## src/rtl/l2_snoop_responder_if.sv

```systemverilog
// L1<->L2 bus bundle: request/response channel, external snoop injection and snoop-to-L1 channel.
interface l2_snoop_responder_if #(
    parameter int unsigned ADDR_W = 32
);
    logic              req_valid;
    logic              req_ready;
    logic [1:0]        req_op;
    logic [ADDR_W-1:0] req_addr;

    logic              rsp_valid;
    logic              rsp_ready;
    logic [1:0]        rsp_op;
    logic [ADDR_W-1:0] rsp_addr;

    logic              ext_snp_valid;
    logic              ext_snp_ready;
    logic              ext_snp_op;
    logic [ADDR_W-1:0] ext_snp_addr;

    logic              snp_valid;
    logic              snp_ready;
    logic [3:0]        snp_cmd;
    logic [ADDR_W-1:0] snp_addr;

    // Responder side
    modport slave (
        input  req_valid, req_op, req_addr, rsp_ready,
        input  ext_snp_valid, ext_snp_op, ext_snp_addr, snp_ready,
        output req_ready, rsp_valid, rsp_op, rsp_addr,
        output ext_snp_ready, snp_valid, snp_cmd, snp_addr
    );

    // L1 / driver side
    modport master (
        output req_valid, req_op, req_addr, rsp_ready,
        output ext_snp_valid, ext_snp_op, ext_snp_addr, snp_ready,
        input  req_ready, rsp_valid, rsp_op, rsp_addr,
        input  ext_snp_ready, snp_valid, snp_cmd, snp_addr
    );
endinterface

```

## src/rtl/l2_snoop_responder.sv

```systemverilog
// L2 responder for the L1 data-cache protocol: fixed-latency request responses plus an ordered snoop queue.
// Optional per-op statistics counters are enabled with `define L2_STATS_EN.
module l2_snoop_responder #(
    parameter int unsigned ADDR_W      = 32,
    parameter int unsigned OFFSET_BITS = 6,
    parameter int unsigned RESP_LAT    = 3,
    parameter int unsigned FIFO_DEPTH  = 4
) (
    input  logic                  clk,
    input  logic                  rst_n,
    l2_snoop_responder_if.slave   bus
`ifdef L2_STATS_EN
    ,
    output logic [15:0]           rd_cnt,
    output logic [15:0]           wr_cnt,
    output logic [15:0]           rfo_cnt,
    output logic [15:0]           ev_cnt,
    output logic [15:0]           inv_cnt,
    output logic [15:0]           drq_cnt
`endif
);

    localparam int unsigned PTR_W = $clog2(FIFO_DEPTH);
    localparam int unsigned CNT_W = PTR_W + 1;
    localparam int unsigned LAT_W = 4;

    localparam logic [ADDR_W-1:0] LINE_MASK = {ADDR_W{1'b1}} << OFFSET_BITS;
    localparam logic [LAT_W-1:0]  LAT_INIT  = LAT_W'(RESP_LAT - 1);
    localparam logic [CNT_W-1:0]  FIFO_FULL = CNT_W'(FIFO_DEPTH);

    typedef enum logic [1:0] {
        S_IDLE = 2'd0,
        S_WAIT = 2'd1,
        S_RESP = 2'd2
    } state_e;

    state_e            r_state;
    state_e            w_state_nxt;
    logic [LAT_W-1:0]  r_lat_cnt;
    logic [LAT_W-1:0]  w_lat_cnt_nxt;
    logic              w_capture;
    logic [1:0]        r_req_op;
    logic [ADDR_W-1:0] r_req_line;

    logic              r_fifo_op   [FIFO_DEPTH];
    logic [ADDR_W-1:0] r_fifo_line [FIFO_DEPTH];
    logic [PTR_W-1:0]  r_wr_ptr;
    logic [PTR_W-1:0]  r_rd_ptr;
    logic [CNT_W-1:0]  r_count;

    logic              w_empty;
    logic              w_full;
    logic              w_push;
    logic              w_pop;
    logic              w_conflict;
    logic              w_snp_valid;
    logic              w_head_op;
    logic [ADDR_W-1:0] w_head_line;

    // Request FSM: state register
    always_ff @(posedge clk or negedge rst_n) begin
        if (!rst_n) begin
            r_state    <= S_IDLE;
            r_lat_cnt  <= '0;
            r_req_op   <= '0;
            r_req_line <= '0;
        end else begin
            r_state   <= w_state_nxt;
            r_lat_cnt <= w_lat_cnt_nxt;
            if (w_capture) begin
                r_req_op   <= bus.req_op;
                r_req_line <= bus.req_addr & LINE_MASK;
            end
        end
    end

    // Request FSM: next state
    always_comb begin
        w_state_nxt   = r_state;
        w_lat_cnt_nxt = r_lat_cnt;
        w_capture     = 1'b0;
        case (r_state)
            S_IDLE: begin
                if (bus.req_valid) begin
                    w_capture     = 1'b1;
                    w_lat_cnt_nxt = LAT_INIT;
                    w_state_nxt   = S_WAIT;
                end
            end
            S_WAIT: begin
                if (r_lat_cnt == '0) begin
                    w_state_nxt = S_RESP;
                end else begin
                    w_lat_cnt_nxt = r_lat_cnt - LAT_W'(1);
                end
            end
            S_RESP: begin
                if (bus.rsp_ready) begin
                    w_state_nxt = S_IDLE;
                end
            end
            default: w_state_nxt = S_IDLE;
        endcase
    end

    assign w_empty     = (r_count == '0);
    assign w_full      = (r_count == FIFO_FULL);
    assign w_head_op   = r_fifo_op[r_rd_ptr];
    assign w_head_line = r_fifo_line[r_rd_ptr];
    // A snoop to the line of the outstanding request waits until that response completes
    assign w_conflict  = (r_state != S_IDLE) && (w_head_line == r_req_line);
    assign w_snp_valid = !w_empty && !w_conflict;
    assign w_push      = bus.ext_snp_valid && !w_full;
    assign w_pop       = w_snp_valid && bus.snp_ready;

    // Snoop queue storage and pointers
    always_ff @(posedge clk or negedge rst_n) begin
        if (!rst_n) begin
            for (int unsigned i = 0; i < FIFO_DEPTH; i++) begin
                r_fifo_op[i]   <= 1'b0;
                r_fifo_line[i] <= '0;
            end
            r_wr_ptr <= '0;
            r_rd_ptr <= '0;
            r_count  <= '0;
        end else begin
            if (w_push) begin
                r_fifo_op[r_wr_ptr]   <= bus.ext_snp_op;
                r_fifo_line[r_wr_ptr] <= bus.ext_snp_addr & LINE_MASK;
                r_wr_ptr              <= r_wr_ptr + PTR_W'(1);
            end
            if (w_pop) begin
                r_rd_ptr <= r_rd_ptr + PTR_W'(1);
            end
            case ({w_push, w_pop})
                2'b10:   r_count <= r_count + CNT_W'(1);
                2'b01:   r_count <= r_count - CNT_W'(1);
                default: r_count <= r_count;
            endcase
        end
    end

    assign bus.req_ready     = (r_state == S_IDLE);
    assign bus.rsp_valid     = (r_state == S_RESP);
    assign bus.rsp_op        = r_req_op;
    assign bus.rsp_addr      = r_req_line;
    assign bus.ext_snp_ready = !w_full;
    assign bus.snp_valid     = w_snp_valid;
    assign bus.snp_cmd       = w_empty ? 4'd0 : (w_head_op ? 4'd4 : 4'd3);
    assign bus.snp_addr      = w_empty ? '0 : w_head_line;

`ifdef L2_STATS_EN
    logic [15:0] r_rd_cnt;
    logic [15:0] r_wr_cnt;
    logic [15:0] r_rfo_cnt;
    logic [15:0] r_ev_cnt;
    logic [15:0] r_inv_cnt;
    logic [15:0] r_drq_cnt;

    // Wrapping counters of accepted requests and popped snoops
    always_ff @(posedge clk or negedge rst_n) begin
        if (!rst_n) begin
            r_rd_cnt  <= '0;
            r_wr_cnt  <= '0;
            r_rfo_cnt <= '0;
            r_ev_cnt  <= '0;
            r_inv_cnt <= '0;
            r_drq_cnt <= '0;
        end else begin
            if (w_capture) begin
                case (bus.req_op)
                    2'd0:    r_rd_cnt  <= r_rd_cnt + 16'd1;
                    2'd1:    r_wr_cnt  <= r_wr_cnt + 16'd1;
                    2'd2:    r_rfo_cnt <= r_rfo_cnt + 16'd1;
                    default: r_ev_cnt  <= r_ev_cnt + 16'd1;
                endcase
            end
            if (w_pop) begin
                if (w_head_op) r_drq_cnt <= r_drq_cnt + 16'd1;
                else           r_inv_cnt <= r_inv_cnt + 16'd1;
            end
        end
    end

    assign rd_cnt  = r_rd_cnt;
    assign wr_cnt  = r_wr_cnt;
    assign rfo_cnt = r_rfo_cnt;
    assign ev_cnt  = r_ev_cnt;
    assign inv_cnt = r_inv_cnt;
    assign drq_cnt = r_drq_cnt;

    final begin
        $display("l2_snoop_responder stats: rd=%0d wr=%0d rfo=%0d ev=%0d inv=%0d drq=%0d",
                 r_rd_cnt, r_wr_cnt, r_rfo_cnt, r_ev_cnt, r_inv_cnt, r_drq_cnt);
    end
`endif

endmodule

```

## src/flat_wrapper.sv

```systemverilog
// flat-port wrapper written by rule: the top's interface ports become plain ports
module l2_snoop_responder_flat 
#(
    parameter int unsigned ADDR_W      = 32,
    parameter int unsigned OFFSET_BITS = 6,
    parameter int unsigned RESP_LAT    = 3,
    parameter int unsigned FIFO_DEPTH  = 4
)
  (clk, rst_n, bus_req_valid, bus_req_op, bus_req_addr, bus_rsp_ready, bus_ext_snp_valid, bus_ext_snp_op, bus_ext_snp_addr, bus_snp_ready, bus_req_ready, bus_rsp_valid, bus_rsp_op, bus_rsp_addr, bus_ext_snp_ready, bus_snp_valid, bus_snp_cmd, bus_snp_addr);
  l2_snoop_responder_if #(.ADDR_W(ADDR_W)) bus_i ();
  input  logic clk;
  input  logic rst_n;
  input wire logic [$bits(bus_i.req_valid)-1:0] bus_req_valid;
  input wire logic [$bits(bus_i.req_op)-1:0] bus_req_op;
  input wire logic [$bits(bus_i.req_addr)-1:0] bus_req_addr;
  input wire logic [$bits(bus_i.rsp_ready)-1:0] bus_rsp_ready;
  input wire logic [$bits(bus_i.ext_snp_valid)-1:0] bus_ext_snp_valid;
  input wire logic [$bits(bus_i.ext_snp_op)-1:0] bus_ext_snp_op;
  input wire logic [$bits(bus_i.ext_snp_addr)-1:0] bus_ext_snp_addr;
  input wire logic [$bits(bus_i.snp_ready)-1:0] bus_snp_ready;
  output wire logic [$bits(bus_i.req_ready)-1:0] bus_req_ready;
  output wire logic [$bits(bus_i.rsp_valid)-1:0] bus_rsp_valid;
  output wire logic [$bits(bus_i.rsp_op)-1:0] bus_rsp_op;
  output wire logic [$bits(bus_i.rsp_addr)-1:0] bus_rsp_addr;
  output wire logic [$bits(bus_i.ext_snp_ready)-1:0] bus_ext_snp_ready;
  output wire logic [$bits(bus_i.snp_valid)-1:0] bus_snp_valid;
  output wire logic [$bits(bus_i.snp_cmd)-1:0] bus_snp_cmd;
  output wire logic [$bits(bus_i.snp_addr)-1:0] bus_snp_addr;
  assign bus_i.req_valid = bus_req_valid;
  assign bus_i.req_op = bus_req_op;
  assign bus_i.req_addr = bus_req_addr;
  assign bus_i.rsp_ready = bus_rsp_ready;
  assign bus_i.ext_snp_valid = bus_ext_snp_valid;
  assign bus_i.ext_snp_op = bus_ext_snp_op;
  assign bus_i.ext_snp_addr = bus_ext_snp_addr;
  assign bus_i.snp_ready = bus_snp_ready;
  assign bus_req_ready = bus_i.req_ready;
  assign bus_rsp_valid = bus_i.rsp_valid;
  assign bus_rsp_op = bus_i.rsp_op;
  assign bus_rsp_addr = bus_i.rsp_addr;
  assign bus_ext_snp_ready = bus_i.ext_snp_ready;
  assign bus_snp_valid = bus_i.snp_valid;
  assign bus_snp_cmd = bus_i.snp_cmd;
  assign bus_snp_addr = bus_i.snp_addr;
  l2_snoop_responder #(.ADDR_W(ADDR_W), .OFFSET_BITS(OFFSET_BITS), .RESP_LAT(RESP_LAT), .FIFO_DEPTH(FIFO_DEPTH)) u_core (.clk(clk), .rst_n(rst_n), .bus(bus_i));
endmodule
```

## config.mk

```make
export PLATFORM = sky130hd
export DESIGN_NAME = l2_snoop_responder_flat
export DESIGN_NICKNAME = d
export VERILOG_FILES = /design/src/rtl/l2_snoop_responder_if.sv /design/src/rtl/l2_snoop_responder.sv /design/src/flat_wrapper.sv
export SDC_FILE = /design/constraint.sdc
export NUM_CORES = 1
export LEC_CHECK = 0
export BUFFER_PORTS_ARGS = -buffer_cell sky130_fd_sc_hd__buf_2
export CAP_MARGIN = 5
export CORE_MARGIN = 5
export CORE_UTILIZATION = 55
export DETAILED_ROUTE_END_ITERATION = 10
export HOLD_SLACK_MARGIN = 0.05
export PLACE_DENSITY = 0.8
export SLEW_MARGIN = 0
export SYNTH_ARGS = -nofsm -noshare
export SYNTH_HDL_FRONTEND = slang
export SYNTH_SLANG_ARGS = --single-unit
```

## constraint.sdc

```tcl
create_clock -name clk -period 4.15 [get_ports clk]
set_input_delay 0.2075 -clock clk [delete_from_list [all_inputs] [get_ports clk]]
set_output_delay 0.2075 -clock clk [all_outputs]
set_load 0.005 [all_outputs]
```

======== Word level (Yosys, flattened, before mapping) ========
Index checks and enable logic that the tools add are counted.
cells by class
  add/sub/neg operators ................... 5
  $lt $le $gt $ge ......................... 3
  eq/ne operators ......................... 10
  multiplexer cells ....................... 25
  bitwise logic cells ..................... 2
  reductions and logical operators ........ 16
operator list
  cell                                                                count
  128-bit bitwise mux                                                 1
  32-bit two-way mux                                                  4
  32-bit binary-select mux with 2-bit select                          1
  32-bit demux with 2-bit select                                      1
  32-bit == test                                                      1
  4-bit two-way mux                                                   3
  4-bit case mux with 2 select lines                                  1
  3-bit greater-or-equal comparator, second input constant            2
  2-bit two-way mux                                                   3
  2-bit != test, second input constant                                3
  2-bit NOT with 3-bit output                                         2
  2-bit case mux with 3 select lines                                  1
  3-bit case mux with 2 select lines                                  1
  3-bit AND reduction                                                 2
  2-bit nonzero test                                                  3
  1-bit logical AND                                                   5
  1-bit two-way mux                                                   5
  2-bit by 1-bit adder with 2-bit output, second input constant       2
  4-bit bitwise mux                                                   1
  2-bit by 1-bit == test with 1-bit output, second input constant     2
  2-bit == test, second input constant                                2
  4-bit logical NOT                                                   1
  4-bit by 1-bit subtractor with 4-bit output, second input constant  1
  3-bit by 1-bit adder with 3-bit output, second input constant       1
  other kinds (10)                                                    12
word-level totals
  register bits ........................... 173
  input bits .............................. 73
  output and inout bits ................... 74
  word-level logic and storage cells ...... 76

======== Logic depth before layout (Yosys ltp) ========
  depth after elaboration ................. 11
  depth in mapped cells ................... 15
  gate-level depth less buffers ........... 12

======== Least setup slack after synthesis ========
OpenSTA, ideal clock, no wires.
  kind .................................... flip-flop to flip-flop
  from .................................... register u_core.r_rd_ptr[0]
  to ...................................... register u_core.r_count[2]
  setup time .............................. 0.079 ns
  arrival time ............................ 2.797 ns
  data required time ...................... 4.071 ns
  path slack .............................. 1.274 ns
  cell stages (with the launch flop) ...... 15
  buffers on the path ..................... 2
  period minus slack after synthesis ...... 2.876 ns
  path through ............................ dfrtp_1 -> buf_6 -> buf_2 -> mux4_2 -> xnor2_1 -> nand4_1 -> nor2_1 -> and4_4 -> nor3b_2 -> ha_1 -> inv_1 -> fa_1 -> xor2_1 -> nor2_1 -> xor2_1
on the way
  cells in the longest elaborated chain, start to end .. 11
  elaborated cells on any way between the ends .. 13
  those cells by class .................... 3 x eq/ne; 4 x mux; 1 x bitwise; 5 x reduce/logical
RTL lines
  element                                                                           RTL line                   source
  start, declared                                                                   l2_snoop_responder.sv:48   logic [PTR_W-1:0] r_rd_ptr;
  start signal, assigned                                                            l2_snoop_responder.sv:133  r_rd_ptr <= r_rd_ptr + PTR_W'(1);
  2-bit NOT with 3-bit output (not written as such) *                               l2_snoop_responder.sv:109  assign w_head_line = r_fifo_line[r_rd_ptr];
  32-bit binary-select mux with 2-bit select *                                      l2_snoop_responder.sv:109
  32-bit two-way mux (not written as such) * (2 in a row)                           l2_snoop_responder.sv:109
  32-bit == test *                                                                  l2_snoop_responder.sv:111  assign w_conflict = (r_state != S_IDLE) && (w_head_line == r_req_line);
  1-bit logical AND *                                                               l2_snoop_responder.sv:111
  1-bit logical NOT *                                                               l2_snoop_responder.sv:112  assign w_snp_valid = !w_empty && !w_conflict;
  1-bit logical AND *                                                               l2_snoop_responder.sv:112
  1-bit logical AND *                                                               l2_snoop_responder.sv:114  assign w_pop = w_snp_valid && bus.snp_ready;
  named net u_core.w_pop                                                            l2_snoop_responder.sv:54   logic w_pop;
  2-bit by 1-bit == test with 1-bit output / 2-bit == test (equally long branches)  l2_snoop_responder.sv:135  case ({w_push, w_pop})
  3-bit case mux with 2 select lines / 2-bit nonzero test (equally long branches)   --
  end signal, assigned                                                              l2_snoop_responder.sv:136  2'b10: r_count <= r_count + CNT_W'(1);
  end signal, assigned                                                              l2_snoop_responder.sv:137  2'b01: r_count <= r_count - CNT_W'(1);
  end signal, assigned                                                              l2_snoop_responder.sv:138  default: r_count <= r_count;
  end, declared                                                                     l2_snoop_responder.sv:49   logic [CNT_W-1:0] r_count;
Mark *: on every way through the listed nets, which the timed path passes. The rest lies on a longest branch. The select of a mux whose other input is x is not followed.
A chain may end at the register's enable or synchronous reset.

======== Worst setup path after layout ========
  from .................................... register u_core.r_rd_ptr[1]
  to ...................................... register u_core.r_count[2]
The elaborated chain is that of the path after synthesis.

==> impl_metrics.toml <==
[detailed_routing]
wirelength_um = 18400
ant_nets = 0
dr.pass1.iters = 4
vias = 5051
post-route-drc-count = 0
initialDrtViolationCount = 264
wl_per_cell_um = 20.17
routed_via_density = 5.538

[final_layout]
final_nets = 803
fillerInstances = 918
drive_above_1_share = 0.3899
diodes = 0
final_area_um2 = 8927
synthToLayoutAreaGrowth_pct = 23.31
seqCellArea_um2 = 3730
layout_common_cells = "148 x dfrtp_1, 120 x buf_2, 109 x mux2_2"
final_common_cell = "dfrtp_1"
multi_input_area_um2 = 3239

[worst_setup_path]
cp_max_fo = 22
cp-end-kind = "flop"
path_class = "flop to flop"
arrival_ps = 3830
start_kind = "flop"
reg2regPathDepth = 13
cp.required_ps = 4450

[cts]
tritoncts.num_buffers = 17
clock_latency_ps = 420
clkTransAtPathRegs_ps = 60
root_buffer = "clkbuf_16"
cts_resized = 0
clockBufferDepth = 2
cts_tree = "built"
htreeDepth = 4
post_cts_buffers = 0
cts_sinks = 149

[run_status]
status = "finished, final reports clean"

[timing]
maxSlewViolCount = 0
rsz0062_at_grt = "no"
fin_crit_sh = 0.8500
period_minus_slack_ps = 3528
timing.fmax_mhz = 283.5
finalSetupTns_ps = 0
slew_headroom = 0.2249
clock_skew_ps = 6.485
finalSetupViolCount = 0
tightest_slew_ps = 1160
hold_viol = 0

[die]
num_io_pins = 147
die_area_um2 = 15560
start_util = 0.5533
die-width_um = 124.7
die_h_um = 124.7
core_region_area_um2 = 13090
rows = 42

[synth]
synthCells = 573
ys_warn_count = 0
avgSynthCellArea_um2 = 12.63
async_flop_share = 1.000
syn-cell-area_um2 = 7239
synth_edf_count = 0
ys_seq_area_frac = 0.5150
ys_types = 46
synth_seq_cells = 149
synth_ff_type = "dfrtp_1"

[global_routing]
antenna_found_initial = 1
grt_max_degree = 61
grt_pass1_wl_um = 29560
overflow = 0
grt_use_total = 0.2438
grt_pass1_vias = 5498

[hold_path]
hold_class = "input pin to flop"
hold_depth = 2

[placed_design]
post_dp_cell_area_um2 = 7958
dp_hpwl_um = 12150
port_buffers = 121
gp_congestion = 0.8081

[power_and_ir_drop]
pwr-share-seq = 0.340
ir_worst_vdd_uv = 364.8
sw_frac_of_total = 0.3580
power_switching_uw = 2900
power-per-cell-area_nw_per_um2 = 907.4
combPwrFrac = 0.449
power.internal_uw = 5201
power_leakage_uw = 0.004238
clkPwrFrac = 0.211

[run]
max_cap_viol_count = 0
==> timing repair <==
action	CTS	global route
hold buffers	30	0
hold endpoints to repair	87	0
setup endpoints to repair	0	0
==> through the flow <==
stage,power (µW),utilization,worst slack [ps],hold WS (ps),cells
finish,8101,0.6823,622.5,62.90,912
global route,8575,0.6823,509.9,59.04,912
detailed placement,6339,0.6081,662.0,209.5,850
floorplan,5091,-,1274,-88.09,585
global placement,6146,0.6081,694.7,198.6,850
CTS,8123,0.6823,636.0,53.03,912
==> worst paths after layout <==
check | slack [ps] | from | end
max | 620 | u_core.r_rd_ptr[1]$_DFFE_PN0P_ | u_core.r_count[2]$_DFFE_PN0P_
min | 60 | bus_ext_snp_addr[17] | u_core.r_fifo_line[17]$_DFFE_PN0P_
max reg2reg | 620 | u_core.r_rd_ptr[1]$_DFFE_PN0P_ | u_core.r_count[2]$_DFFE_PN0P_
min reg2reg | 480 | u_core.bus.rsp_op[1]$_DFFE_PN0P_ | u_core.bus.rsp_op[1]$_DFFE_PN0P_
max in group asynchronous | 2770 | rst_n | u_core.r_fifo_line[90]$_DFFE_PN0P_
min in group asynchronous | 320 | rst_n | u_core.r_fifo_line[14]$_DFFE_PN0P_
==> area by class of cell <==
| class | count | share of cell area |
|---|---|---|
| Sequential cell | 149 | 0.4178 |
| Multi-Input combinational cell | 380 | 0.3629 |
| Timing Repair Buffer | 162 | 0.1142 |
| Clock buffer | 24 | 0.05620 |
| Tap cell | 176 | 0.02467 |
| Clock inverter | 8 | 0.01878 |
| Inverter | 13 | 0.005466 |
==> worst max-delay path, stage by stage (launching register included) <==
cell,delay (ps)
dfrtp_2,750
buf_12,270
mux4_2,340
xor2_1,160
nor4_1,460
o211a_1,220
and4_4,260
nor3b_2,60
ha_1,230
inv_1,70
fa_1,180
xor2_1,160
nor2_1,70
xor2_1,140
==> cell usage after synthesis (all sizes together) (3+ instances only) <==
master | count | area (µm²)
o2bb2ai | 4 | 35.03
nand4 | 3 | 18.77
nand2 | 91 | 341.6
nor2b | 20 | 125.1
mux4 | 17 | 412.9
nor2 | 9 | 33.78
a211oi | 9 | 67.56
ha | 6 | 75.07
buf | 22 | 193.9
clkbuf | 21 | 78.83
nor4 | 3 | 18.77
o21ai | 5 | 25.02
xnor2 | 15 | 131.4
mux2i | 23 | 234.0
inv | 13 | 48.80
nand2b | 3 | 18.77
xor2 | 14 | 122.6
and2 | 10 | 62.56
dfrtp | 149 | 3729
mux2 | 109 | 1227
==> state kept, by name (all words and copies together) (netlist names) <==
name	count
u_core.bus.rsp_addr	26
u_core.bus.rsp_op	2
u_core.r_count	3
u_core.r_fifo_line	104
u_core.r_fifo_op	4
u_core.r_lat_cnt	4
u_core.r_rd_ptr	2
u_core.r_state	2
u_core.r_wr_ptr	2
==> cell families after synthesis <==
logic type,share of synthesized area
xor+xnor,0.03509
mux,0.2589
compound gates,0.03958
simple gates,0.09333
flops,0.5150
buf+inv,0.04442
fa+ha+maj,0.01313
other cells,0.0005180
==> layer usage <==
layer	GRT usage	up-vias	share of wire
met1	0.3038	2546	0.42
met4	0.09929	2	0.023
li1	-	2281	-
met2	0.4094	187	0.50
met5	0	-	0.0011
met3	0.05832	35	0.060
==> power by group through the flow <==
stage,Clock [µW],Combinational (µW),Sequential (µW)
floorplan,0,2550,2540
global placement,0,3470,2670
detailed placement,0,3590,2750
CTS,1730,3650,2740
global route,1810,3940,2830
finish,1710,3630,2760
Note: power is estimated with default switching activity, not from simulation.
